## config.mk

```make
export PLATFORM = sky130hd
export DESIGN_NAME = uart16550_rx
export DESIGN_NICKNAME = d
export VERILOG_FILES = /design/src/rtl/uart16550_pkg.sv /design/src/rtl/uart16550_sync.sv /design/src/rtl/uart16550_rx.sv
export SDC_FILE = /design/constraint.sdc
export NUM_CORES = 1
export LEC_CHECK = 0
export CAP_MARGIN = 5
export CELL_PAD_IN_SITES_DETAIL_PLACEMENT = 1
export CELL_PAD_IN_SITES_GLOBAL_PLACEMENT = 1
export CORE_MARGIN = 1.5
export CORE_UTILIZATION = 40
export DETAILED_ROUTE_END_ITERATION = 10
export PLACE_DENSITY_LB_ADDON = 0.1
export SLEW_MARGIN = 20
export SYNTH_ARGS = -nofsm -noshare
export SYNTH_HDL_FRONTEND = slang
export SYNTH_SLANG_ARGS = --single-unit
```

## constraint.sdc

```tcl
create_clock -name PCLK -period 1.95 [get_ports PCLK]
set_input_delay 0.585 -clock PCLK [delete_from_list [all_inputs] [get_ports PCLK]]
set_output_delay 0.585 -clock PCLK [all_outputs]
set_load 0.01 [all_outputs]
```

## src/rtl/uart16550_pkg.sv

```systemverilog
// Shared UART16550 types: line control register, Rx FIFO entry and receiver state.
package uart16550_pkg;

    localparam int unsigned RX_OVERSAMPLE   = 16;
    localparam int unsigned RX_START_SAMPLE = 8;
    localparam int unsigned RX_CNT_W        = $clog2(RX_OVERSAMPLE);
    localparam int unsigned RX_DATA_W       = 8;
    localparam int unsigned RX_IDX_W        = $clog2(RX_DATA_W);

    typedef enum logic [1:0] {
        WLS_5 = 2'd0,
        WLS_6 = 2'd1,
        WLS_7 = 2'd2,
        WLS_8 = 2'd3
    } wls_t;

    typedef enum logic {
        EPS_ODD  = 1'b0,
        EPS_EVEN = 1'b1
    } eps_t;

    typedef struct packed {
        logic dlab;
        logic set_break;
        logic stick_parity;
        eps_t eps;
        logic pen;
        logic stb;
        wls_t wls;
    } lcr_t;

    typedef struct packed {
        logic                 bi;
        logic                 fe;
        logic                 pe;
        logic [RX_DATA_W-1:0] d;
    } rx_d_t;

    typedef enum logic [2:0] {
        IDLE   = 3'd0,
        START  = 3'd1,
        DATA   = 3'd2,
        PARITY = 3'd3,
        STOP   = 3'd4,
        BREAK  = 3'd5
    } rx_state_t;

    // Index of the last data bit for a given word length (5..8 bits).
    function automatic logic [RX_IDX_W-1:0] rx_last_idx(input wls_t wls);
        return RX_IDX_W'(3'd4 + 3'(wls));
    endfunction

endpackage

```

## src/rtl/uart16550_sync.sv

```systemverilog
// N-flop synchroniser for asynchronous single-bit inputs (sin, modem lines).
module uart16550_sync #(
    parameter int unsigned STAGES  = 2,
    parameter logic        RST_VAL = 1'b1
) (
    input  logic clk,
    input  logic rst_n,
    input  logic d,
    output logic q
);

    logic [STAGES-1:0] ff;

    // Shift chain; reset to the line's idle level.
    always_ff @(posedge clk or negedge rst_n) begin
        if (!rst_n) begin
            ff <= {STAGES{RST_VAL}};
        end else begin
            ff <= {ff[STAGES-2:0], d};
        end
    end

    assign q = ff[STAGES-1];

endmodule

```

## src/rtl/uart16550_rx.sv

```systemverilog
// UART16550 serial receiver: 16x oversampled deserialiser with parity/framing/break
// checks, one Rx FIFO push per character.
// Optional: define UART16550_RX_MAJORITY_VOTE_EN for 2-of-3 majority bit sampling.
module uart16550_rx
    import uart16550_pkg::*;
#(
    parameter int unsigned SYNC_STAGES = 2
) (
    input  logic  PCLK,
    input  logic  PRESETn,
    input  logic  rx_tick,
    input  logic  sin,
    input  lcr_t  lcr,
    output logic  rx_push,
    output rx_d_t rx_d,
    output logic  rx_busy
);

    rx_state_t             state_q, state_d;
    logic [RX_CNT_W-1:0]   cnt_q, cnt_d;
    logic [RX_IDX_W-1:0]   idx_q, idx_d;
    logic [RX_DATA_W-1:0]  shreg_q, shreg_d;
    logic                  par_q, par_d;
    logic                  pe_q, pe_d;
    lcr_t                  frame_q, frame_d;
    logic                  push_q, push_d;
    rx_d_t                 rxd_q, rxd_d;
    logic                  busy_q;

    logic sin_s;
    logic samp;
    logic sample;
    logic par_exp;
    logic brk;
    logic unused_lcr;

    uart16550_sync #(
        .STAGES  (SYNC_STAGES),
        .RST_VAL (1'b1)
    ) u_sync (
        .clk   (PCLK),
        .rst_n (PRESETn),
        .d     (sin),
        .q     (sin_s)
    );

`ifdef UART16550_RX_MAJORITY_VOTE_EN
    logic [1:0] hist_q;

    // Last two tick-sampled line values, feeding the 2-of-3 vote.
    always_ff @(posedge PCLK or negedge PRESETn) begin
        if (!PRESETn) begin
            hist_q <= 2'b11;
        end else if (rx_tick) begin
            hist_q <= {hist_q[0], sin_s};
        end
    end

    assign samp = (sin_s & hist_q[0]) | (sin_s & hist_q[1]) | (hist_q[0] & hist_q[1]);
`else
    assign samp = sin_s;
`endif

    assign sample  = (cnt_q == RX_CNT_W'(RX_START_SAMPLE - 1));
    assign par_exp = frame_q.stick_parity ? (frame_q.eps == EPS_ODD)
                                          : ((^shreg_q) ^ (frame_q.eps == EPS_ODD));
    assign brk     = ~samp & ~par_q & (shreg_q == '0);

    assign unused_lcr = ^{frame_q.dlab, frame_q.set_break, frame_q.stb};

    // State and datapath registers.
    always_ff @(posedge PCLK or negedge PRESETn) begin
        if (!PRESETn) begin
            state_q <= IDLE;
            cnt_q   <= '0;
            idx_q   <= '0;
            shreg_q <= '0;
            par_q   <= 1'b0;
            pe_q    <= 1'b0;
            frame_q <= '0;
            push_q  <= 1'b0;
            rxd_q   <= '0;
            busy_q  <= 1'b0;
        end else begin
            state_q <= state_d;
            cnt_q   <= cnt_d;
            idx_q   <= idx_d;
            shreg_q <= shreg_d;
            par_q   <= par_d;
            pe_q    <= pe_d;
            frame_q <= frame_d;
            push_q  <= push_d;
            rxd_q   <= rxd_d;
            busy_q  <= (state_d != IDLE);
        end
    end

    // Next-state and datapath updates; all decisions happen on rx_tick only.
    always_comb begin
        state_d = state_q;
        cnt_d   = cnt_q;
        idx_d   = idx_q;
        shreg_d = shreg_q;
        par_d   = par_q;
        pe_d    = pe_q;
        frame_d = frame_q;
        push_d  = 1'b0;
        rxd_d   = rxd_q;

        if (rx_tick) begin
            cnt_d = RX_CNT_W'(cnt_q + 1'b1);
            unique case (state_q)
                IDLE: begin
                    cnt_d = '0;
                    if (!sin_s) begin
                        state_d = START;
                        frame_d = lcr;
                        shreg_d = '0;
                        idx_d   = '0;
                        par_d   = 1'b0;
                        pe_d    = 1'b0;
                    end
                end
                START: begin
                    if (sample) begin
                        state_d = samp ? IDLE : DATA;
                    end
                end
                DATA: begin
                    if (sample) begin
                        shreg_d[idx_q] = samp;
                        idx_d          = RX_IDX_W'(idx_q + 1'b1);
                        if (idx_q == rx_last_idx(frame_q.wls)) begin
                            state_d = frame_q.pen ? PARITY : STOP;
                        end
                    end
                end
                PARITY: begin
                    if (sample) begin
                        par_d   = samp;
                        pe_d    = (samp != par_exp);
                        state_d = STOP;
                    end
                end
                STOP: begin
                    if (sample) begin
                        push_d   = 1'b1;
                        rxd_d.bi = brk;
                        rxd_d.fe = ~samp;
                        rxd_d.pe = pe_q;
                        rxd_d.d  = shreg_q;
                        state_d  = brk ? BREAK : IDLE;
                    end
                end
                BREAK: begin
                    cnt_d = '0;
                    if (sin_s) begin
                        state_d = IDLE;
                    end
                end
                default: begin
                    state_d = IDLE;
                end
            endcase
        end
    end

    assign rx_push = push_q;
    assign rx_d    = rxd_q;
    assign rx_busy = busy_q;

endmodule

```

==> flow_summary.yaml, run 1 <==
synthesis:
  synth_top_cell_area_share_pct: 47.1
  yosysWarnings: 0
  netlist.top_cell.by_area: "dfrtp_1"
  postSynthCellCount: 197
  synthArstFlopShare_pct: 100
  synth-edff-count: 0
  ys.flop_type: "dfrtp_1"
  synth_nets: 215
  synth_common_cells: "dfrtp_1, nand2_1, o21ai_0, inv_1"
  synth.most_common_cell: "dfrtp_1"
  yosys-top-cells-area: "dfrtp_1, nand2_1, mux2_2"
  synth.distinct_cells: 47
  ys_ff_latch: 40
  avgSynthCellArea_um2: 10.2
  syn-cell-area_um2: 2020
  yosysSeqAreaShare_pct: 49.8
place:
  hpwl_mm: 3.56
  finalWeightedCongestion: 0.857
  io_buffers: 21
final_layout:
  final_nets: 249
  antenna_cells: 0
  syn2layout_area_growth_pct: 25.4
  multi_input_area_um2: 906
  regArea_um2: 1000
  drive_above_1_share_pct: 19.9
  fill_cells: 536
route:
  ant_nets: 0
  viasPerCell: 5.35
  drc_errors: 0
  wl_mm: 4.64
  avgRoutedWirePerCell_um: 15.6
  dr_total_vias: 1594
  dr.pass1.iters: 4
  drt-initial-drc-count: 37
setup_path:
  start_kind: "flip-flop"
  endpoint_kind: "flip-flop"
  cp_max_fo: 8
  critPathTopFamily: "simple AND/OR/NAND/NOR gates"
  critPathArrivalTime_ns: 2.00
  critPathSlowestCell: "dfrtp_1"
  critPathBufInv: 2
  worstSetupPathType: "reg2reg"
  max_stage_delay_ns: 0.49
  cp_cell_sequence: "buf_4 -> nor2_1 -> nand2_1 -> buf_4 -> o311ai_0 -> o41ai_1"
  worstPathRequired_ns: 2.11
  critical_path.most_common_cell: "buf_4"
global_routing:
  grt_overflow_total: 0
  grt_use_total_pct: 18.6
  grt_antenna_before_repair: 0
  grt_pass1_vias: 1636
  grt_max_degree: 23
  grt_pass1_wl_mm: 7.58
sta:
  slew_headroom_pct: 69.1
  timing.fmax_mhz: 542
  max_slew.worst_pin.slew_ns: 0.462
  finalSetupViolCount: 0
  rsz0062_at_grt: "no"
  fin_skew_ns: 0.0103
  tns_ns: 0
  fin_crit_sh_pct: 94.6
  hold_viol: 0
  drv_slew: 0
  min_period_ns: 1.85
pwr:
  p_sw_share_pct: 27.7
  seq_power_share_pct: 44.9
  p_per_area_nw_per_um2: 933
  clkPwrFrac_pct: 33.5
  p_leak_nw: 1.10
  ir_drop_v: 0.000480
  power.switching_mw: 0.654
  internal-power_mw: 1.71
  comb_power_share_pct: 21.6
  report.power.total_mw: 2.36
min_path:
  hold_path.class: "in2async"
cts:
  ctsHtreeMaxLevel: 2
  cts_max_path_buffers: 2
  cts_tree: "yes"
  cts.sinks: 40
  clkSlewWorstSetupHoldPaths_ns: 0.08
  cts_buffers: 5
  clk_latency_ns: 0.29
  ctsRootBufferMaster: "clkbuf_8"
die:
  start_util_pct: 42.1
  pin_count: 25
  die-area_um2: 5480
  dieHeight_um: 74.0
  die_w_um: 74.0
  rows: 25
  fp.coreArea_um2: 4790
run_status:
  status: "completed"
flow_run:
  drv_cap: 0
## power groups by stage
stage / sequential [mW] / combinational (mW) / clock [mW]
finish: 1.06 / 0.511 / 0.790
global route: 1.07 / 0.575 / 0.844
CTS: 1.06 / 0.511 / 0.813
detailed placement: 1.07 / 0.509 / 0
global placement: 1.06 / 0.472 / 0
floorplan: 1.02 / 0.391 / 0
## worst paths after layout
check,endpoint,depth (start not counted),slack (ns),from
worst min register to register,u_sync.ff[1],0,0.36,u_sync.ff[0]
worst max-delay path,shreg_q[6],6,0.10,state_q[1]
worst min-delay path,rx_d[4],1,0.22,PRESETn
max in group asynchronous,u_sync.ff[0],2,1.17,PRESETn
min in group PCLK,u_sync.ff[1],0,0.36,u_sync.ff[0]
worst max register to register,shreg_q[6],6,0.10,state_q[1]
## area by class of cell
type | count | share of cell area (%)
sequential | 40 | 39.7
multi-input combinational | 132 | 35.8
timing repair buffer | 39 | 14.2
tap | 67 | 3.31
clock buffer | 5 | 2.72
clock inverter | 2 | 2.37
inverter | 13 | 1.93
## metrics by stage
| step | hold WS [ns] | utilization, % | instance area, µm² | worst slack [ns] | std cells |
|---|---|---|---|---|---|
| final | 0.222 | 52.9 | 2530 | 0.105 | 298 |
| after global routing | 0.253 | 52.9 | 2530 | 0.00971 | 298 |
| after CTS | 0.233 | 52.3 | 2500 | 0.00112 | 297 |
| after detailed placement | 0.347 | 49.6 | 2370 | -0.310 | 290 |
| after global placement | 0.346 | 49.6 | 2370 | -0.272 | 290 |
| after floorplan | 0.289 | - | 2020 | 0.232 | 197 |
## timing repair
action / CTS / global route
hold endpoints to repair: 0 / 0
gates resized for setup: 0 / 10
setup buffers: 0 / 1
hold buffers: 0 / 0
setup endpoints to repair: 0 / 9
## placed cells by master (no fill, tap or decap), types with 4 or more instances in the layout
| master | Yosys | routed |
|---|---|---|
| dfrtp_1 | 38 | 38 |
| nand2_1 | 31 | 31 |
| clkdlybuf4s50_1 | 0 | 19 |
| buf_4 | 2 | 16 |
| o21ai_0 | 15 | 14 |
| inv_1 | 13 | 13 |
| nor2_1 | 7 | 7 |
| xnor2_1 | 7 | 7 |
| nand3_1 | 7 | 7 |
| mux2_2 | 7 | 7 |
| mux2i_1 | 5 | 5 |
| a21oi_1 | 5 | 5 |
| ha_1 | 6 | 5 |
| clkbuf_8 | 0 | 5 |
| o211ai_1 | 4 | 4 |
## state kept, by name, indices dropped and copies added, names as in the netlist
register	cells
u_sync.ff	2
par_q	1
frame_q	5
rx_push	1
rx_busy	1
pe_q	1
cnt_q	4
idx_q	3
state_q	3
shreg_q	8
rx_d	11
## cells by family (layout without fill, tap and decap cells)
kind of cell,Yosys count,in the layout,share of synthesized area [%]
and+or+nand+nor,64,64,16.1
AOI/OAI and AO/OA,41,41,14.1
DFF,40,40,49.8
buffers and inverters,25,59,6.02
muxes,12,12,6.39
xor gates and xnor gates,9,9,3.91
adders and majority gates,6,6,3.72
## layer usage
layer | track usage (%) | part of all wire [%] | vias up
met5 | 0 | 0 | -
met4 | 8.23 | 2.1 | 0
met3 | 4.07 | 3.1 | 10
met1 | 22.4 | 44 | 796
li1 | - | - | 760
met2 | 31.9 | 50 | 28
Note: power is estimated with default switching activity, not from simulation.
==> inputs of run 2 (changes only) <==
- CAP_MARGIN: 5 -> default
==> results of run 2 <==
The final DEF is identical to that of run 1; final timing and power are the same.
==> inputs of run 3 (changes only) <==
- CORE_UTILIZATION: 40 -> 43
- HOLD_SLACK_MARGIN: default -> 0.05
- SYNTH_HIERARCHICAL: default -> 1
==> run 3 against run 2 <==
Cell count decreased by 4.4%. Worst hold slack gained 0.031 ns. Die area shrank 3.9%.
==> flow_summary.yaml, run 3 <==
place:
  post-place-ws_ns: -0.303
  finalWeightedCongestion: 0.822
  io_buffers: 21
  place_area_um2: 2440
  placedCellCount: 277
  hpwl_mm: 3.46
pwr:
  report.power.total_mw: 2.64
  p_leak_nw: 1.13
  ir_drop_v: 0.000561
  p_per_area_nw_per_um2: 1040
route:
  drt-initial-drc-count: 67
  avgRoutedWirePerCell_um: 16.1
  ant_nets: 0
  viasPerCell: 5.39
  dr_total_vias: 1536
  wl_mm: 4.59
  dr.pass1.iters: 4
  drc_errors: 0
die:
  dieHeight_um: 72.6
  rows: 25
  die-area_um2: 5260
  die_w_um: 72.6
  fp.coreArea_um2: 4690
  pin_count: 25
  start_util_pct: 44.3
setup_path:
  worstSetupStartpoint: "rx_tick"
  max_stage_delay_ns: 0.51
  cp_cell_sequence: "clkdlybuf4s50_1 -> or3b_4 -> o22ai_2 -> mux2_1"
  worstSetupPathType: "in2reg"
  r2r_cells: 5
  cp_max_fo: 3
  endpoint_kind: "flip-flop"
  reg2reg_slack_ns: 0.26
  reg2reg_to: "idx_q[0]"
  r2r_start: "cnt_q[0]"
  critPathSlowestCell: "clkdlybuf4s50_1"
  start_kind: "input port"
  critPathArrivalTime_ns: 2.09
  worstPathRequired_ns: 2.13
final_layout:
  fin_area_um2: 2550
  syn2layout_area_growth_pct: 22.5
  largest_reg_flops: 11
  fill_cells: 513
  multi_input_area_um2: 998
  final_cells: 285
  regArea_um2: 1000
  antenna_cells: 0
  final_nets: 248
  layout_commonest_cell: "dfrtp_1"
  drive_above_1_share_pct: 20.3
  final_core_util_pct: 54.3
  mostFrequentLayoutCells: "dfrtp_1, nand2_1, clkdlybuf4s50_1"
cts:
  holdBufCountCts: 0
  cts_tree: "yes"
  post-cts-setup-buffers: 0
  clk_latency_ns: 0.30
  clkSlewWorstSetupHoldPaths_ns: 0.07
  cts.sinks: 40
  ctsHtreeMaxLevel: 2
  cts_buffers: 5
  ctsRootBufferMaster: "clkbuf_8"
  cts_max_path_buffers: 2
synthesis:
  ys.flop_type: "dfrtp_1"
  syn-cell-area_um2: 2080
  yosys-top-cells-area: "dfrtp_1, nand2_1, mux2i_1"
  synth-edff-count: 0
  netlist.top_cell.by_area: "dfrtp_1"
  ys_ff_latch: 40
  synth.distinct_cells: 49
  synth_common_cells: "dfrtp_1, nand2_1, inv_1, nor2_1, o21ai_0"
  synth_top_cell_area_share_pct: 45.7
  postSynthCellCount: 196
  yosysSeqAreaShare_pct: 48.2
  yosysWarnings: 6
  avgSynthCellArea_um2: 10.6
  synth_nets: 214
  synthArstFlopShare_pct: 100
  synth.most_common_cell: "dfrtp_1"
sta:
  fin_crit_sh_pct: 98.0
  rsz0062_at_grt: "no"
  fin_ws_ns: 0.0382
  timing.fmax_mhz: 523
  finalSetupViolCount: 0
  hold-worst-slack_ns: 0.253
  fin_skew_ns: 0.00795
  drv_slew: 0
  hold_viol: 0
  max_slew.worst_pin.slew_ns: 0.440
  min_period_ns: 1.91
  slew_headroom_pct: 70.7
  tns_ns: 0
run_status:
  status: "completed"
global_routing:
  grt_pass1_vias: 1582
  grt_max_degree: 41
  grt_antenna_before_repair: 0
  grt_pass1_wl_mm: 7.69
  grt_overflow_total: 0
  grt_use_total_pct: 19.3
min_path:
  hold_path.class: "in2async"
flow_run:
  drv_cap: 0
-- run 3: changes by cell type in the layout (fill, tap and decap cells not counted), moves of 3 or more --
cell      delta
nand3_1      -5
o21ai_0      -3
mux2i_1      +3
nand2_1      -5
nand3b_1     +3
nor2_1       +4
and3_1       +3
nand4b_1     +3
a21oi_1      -4
-- run 3: routing by layer --
layer | routed length [µm] | part of all wire [%] | GRT usage (%)
met2 | 2270 | 49 | 31.6
met1 | 2090 | 46 | 24.9
met4 | 77 | 1.7 | 7.55
met3 | 151 | 3.3 | 4.17
met5 | 0 | 0 | 0
-- run 3: area by class of cell --
class	instances	area share, %
clock buffer	6	3.24
clock inverter	2	0.393
sequential	40	39.4
multi-input combinational	134	39.2
timing repair buffer	38	13.5
tap	54	2.65
inverter	11	1.62
-- run 3: kinds of logic (layout without fill, tap and decap cells) --
kind of cell,count (synthesis),count (layout),synth area share [%]
and+or+nand+nor,74,74,21.3
DFF,40,40,48.2
AOI/OAI and AO/OA,27,27,8.96
muxes,16,16,8.54
buffers and inverters,22,57,4.69
xor gates and xnor gates,11,11,4.63
adders and majority gates,6,6,3.61
-- run 3: repair_timing --
item | CTS | global route
endpoints found under the setup margin | 0 | 13
endpoints found under the hold margin | 0 | 0
gates resized for setup | 0 | 4
-- run 3: worst max path at each step --
stage                            end  slack [ns]  depth (start not counted)
after floorplan                par_q        0.30                          3
after global placement         par_q       -0.24                          4
after detailed placement       par_q       -0.30                          4
after CTS                    rx_d[9]        0.01                          7
after global routing      shreg_q[1]       0.004                          5
final                          par_q        0.04                          4
-- run 3: critical path: cells and delay by family --
family          cells  cell delay, ns
simple gates        1            0.42
compound gates      1            0.22
buf+inv             1            0.51
mux                 1            0.35
-- run 3: power by group --
group	switching [mW]	internal, mW	total (mW)
registers	0.171	0.982	1.15
logic	0.472	0.435	0.908
clock network	0.295	0.282	0.577
total	0.938	1.70	2.64
